[src/rtl/ctrl.sv]
// Main control decoder: maps the 6-bit opcode to the 14-bit datapath control word.
// Optional output register enabled by CTRL_REG_OUT_EN (1-cycle latency, sync reset).
module ctrl (
  input  logic        clk,
  input  logic        rst,
  input  logic [5:0]  OP,
  output logic [13:0] signal,
  output logic        illegal
);

  // Field order: Membyte ALUOP SA SB[1:0] RegDst[1:0] Mem2Reg RegW MemR MemW PC_S PCWC PCW
  localparam logic [13:0] CW_RTYPE  = 14'h18A0;
  localparam logic [13:0] CW_J      = 14'h0001;
  localparam logic [13:0] CW_JAL    = 14'h0121;
  localparam logic [13:0] CW_BRANCH = 14'h0602;
  localparam logic [13:0] CW_IMM    = 14'h0C20;
  localparam logic [13:0] CW_COP0   = 14'h0820;
  localparam logic [13:0] CW_LW     = 14'h0C70;
  localparam logic [13:0] CW_LHU    = 14'h2C70;
  localparam logic [13:0] CW_SW     = 14'h0C08;
  localparam logic [13:0] CW_SH     = 14'h2C08;

  logic [13:0] signal_d;
  logic        illegal_d;

  always_comb begin
    signal_d  = 14'h0000;
    illegal_d = 1'b0;
    case (OP)
      6'h00:                      signal_d = CW_RTYPE;
      6'h02:                      signal_d = CW_J;
      6'h03:                      signal_d = CW_JAL;
      6'h04, 6'h05:               signal_d = CW_BRANCH;
      6'h08, 6'h09, 6'h0A, 6'h0B,
      6'h0C, 6'h0D, 6'h0E, 6'h0F: signal_d = CW_IMM;
      6'h10:                      signal_d = CW_COP0;
      6'h23:                      signal_d = CW_LW;
      6'h25:                      signal_d = CW_LHU;
      6'h2B:                      signal_d = CW_SW;
      6'h29:                      signal_d = CW_SH;
      // unknown opcodes decode to a no-op word so nothing gets written
      default:                    illegal_d = 1'b1;
    endcase
  end

`ifdef CTRL_REG_OUT_EN
  logic [13:0] signal_q;
  logic        illegal_q;

  always_ff @(posedge clk) begin
    if (rst) begin
      signal_q  <= 14'h0000;
      illegal_q <= 1'b0;
    end else begin
      signal_q  <= signal_d;
      illegal_q <= illegal_d;
    end
  end

  assign signal  = signal_q;
  assign illegal = illegal_q;
`else
  // clk/rst stay on the port list so both builds share one footprint
  logic unused_clk_rst;
  assign unused_clk_rst = clk ^ rst;

  assign signal  = signal_d;
  assign illegal = illegal_d;
`endif

endmodule

[config.mk]
export PLATFORM = sky130hd
export DESIGN_NAME = ctrl
export DESIGN_NICKNAME = d
export VERILOG_FILES = /design/src/rtl/ctrl.sv
export SDC_FILE = /design/constraint.sdc
export NUM_CORES = 1
export LEC_CHECK = 0
export CAP_MARGIN = 20
export CORE_AREA = 5 5 42 44
export DETAILED_ROUTE_END_ITERATION = 7
export DIE_AREA = 0 0 47 49
export MAX_ROUTING_LAYER = met4
export SYNTH_ARGS = -nofsm -noshare
export SYNTH_HDL_FRONTEND = slang
export SYNTH_SLANG_ARGS = --single-unit
[constraint.sdc]
create_clock -name vclk -period 1.4
set_input_delay 0.14 -clock vclk [all_inputs]
set_output_delay 0.14 -clock vclk [all_outputs]
set_load 0.01 [all_outputs]
==> impl_metrics.yaml <==
floorplanning:
  design.core.area_um2: 1401
  row_count: 14
  die_area_um2: 2303
  die_h_um: 49
  start_util_pct: 23.57
  pin_count: 23
  die_w_um: 47
worst_setup_path:
  path_class: "in2out"
  end_kind: "output pin"
  crit_family: "buffers and inverters"
  worstPathArrival_ps: 1200
  crit_chain: "clkdlybuf4s15_2, and4b_1, o21ai_2, o31ai_1, dlygate4sd2_1"
  path_buf_inv: 2
  cpMaxStageDelayCell: "clkdlybuf4s15_2"
  cp_slowest_stage_delay_ps: 310
  cp_max_fo: 8
  cp_data_required_time_ps: 1260
  critPathLaunchType: "input pin"
layout:
  seq_cell_count: 0
  area_growth_pct: 64.39
  regArea_um2: 0
  fillers: 172
  post-route-util_pct: 38.75
  layout_common_cells: "13 x dlygate4sd2_1, 10 x buf_4, 5 x nand2_1"
  clkbuf_count: 0
  layout-drive-gt1-share_pct: 37.88
  design_area_um2: 543.0
  final_common_cell: "dlygate4sd2_1"
  antenna_cells: 0
  nets: 76
place:
  hpwlAfterDp_um: 705.2
  dp_slack_ps: -641.3
  placed_area_um2: 555.5
  portBuffers: 20
  gp_congestion: 0.8056
timing:
  slew_violations: 0
  setup_violations: 0
  min_period_ps: 1343
  fin_crit_sh_pct: 95.90
  max_freq_mhz: 744.9
  hold_violations: 0
  rsz0062_at_grt: "no"
  setup_ws_ps: 57.47
yosys:
  syn-mean-instance-area_um2: 7.340
  netlist_area_um2: 330.3
  syn_inst: 45
  ys_seq_area_share_pct: 0
  yosysUniqueCellTypes: 29
  yosys_warnings: 0
  synth_nets: 53
grt:
  grt_pass1_vias: 318
  grt_overflow_total: 0
  grt_pass1_wl_mm: 1.359
  track_usage_pct: 7.415
  antenna_found_initial: 0
  grt_max_degree: 10
routing:
  num_vias: 373
  wl_per_cell_um: 10.13
  dr.pass1.iters: 2
  via_per_inst: 4.549
  wl_um: 831
  drc: 0
  ant_nets: 0
  drtIter0Drc: 3
power:
  peakVddDrop_mv: 0.09337
  p_leak_uw: 0.0002684
  powerDensity_nw_per_um2: 248.8
status:
  outcome: "finished, final reports clean"
job:
  drv_cap: 0
hold_path:
  holdCritPathClass: "in2out"
cts:
  post-cts-setup-buffer-count: 0
## what timing repair did
item	CTS	global route
endpoints found under the setup margin	14	3
hold buffers	0	0
gates resized for setup	38	3
hold endpoints to repair	0	0
## final timing paths
| check | start | endpoint | slack [ps] | cells after the start |
|---|---|---|---|---|
| max | OP[4] | signal[11] | 60 | 5 |
| min | OP[2] | signal[3] | 790 | 3 |
## metrics by stage
stage / cells / total power [µW] / setup TNS, ps / hold WS, ps
finish: 82 / 135.1 / 0 / 789.4
global route: 82 / 148.2 / 0 / 829.0
CTS: 82 / 135.9 / 0 / 795.1
detailed placement: 82 / 147.3 / -7729 / 1475
global placement: 82 / 146.6 / -7775 / 1475
floorplan: 45 / 84.76 / 0 / 301.3
## where the power goes
part / internal (µW) / switching (µW) / leakage, µW
Combinational: 67.3 / 67.8 / 0.000268
Clock: 0 / 0 / 0
Sequential: 0 / 0 / 0
Total: 67.3 / 67.8 / 0.000268
## layer usage
metal  vias to the layer above  global-route usage, %  wire length [µm]
li1                        200                      -                 -
met1                       158                  10.68               380
met2                        15                  12.22               374
met3                         0                      0                76
met4                         0                      0                 0
met5                         -                      -                 0
## kinds of logic (layout without fill, tap and decap cells)
family,after synthesis,in the layout,share of synthesized area (%)
xor+xnor,2,2,5.304
mux,2,2,7.196
other cells,1,1,1.135
buf+inv,11,32,23.48
compound gates,8,8,24.62
simple gates,21,21,38.26
## cells in the mapped netlist (2+ instances only)
cell     instances  area (µm²)
buf_6            2       22.52
nor3_1           3       15.01
nand2_1          5       18.77
nor2_1           3       11.26
buf_2            2       10.01
buf_4            5       37.54
xnor2_1          2       17.52
and3_1           2       12.51
## area by class of cell
cell class,count,area (µm²),share of cell area (%)
Timing Repair Buffer,30,249.0,45.85
Tap cell,16,20.02,3.687
Multi-Input combinational cell,34,266.5,49.08
Inverter,2,7.507,1.382
No activity file was read; power rests on OpenSTA's default activity.
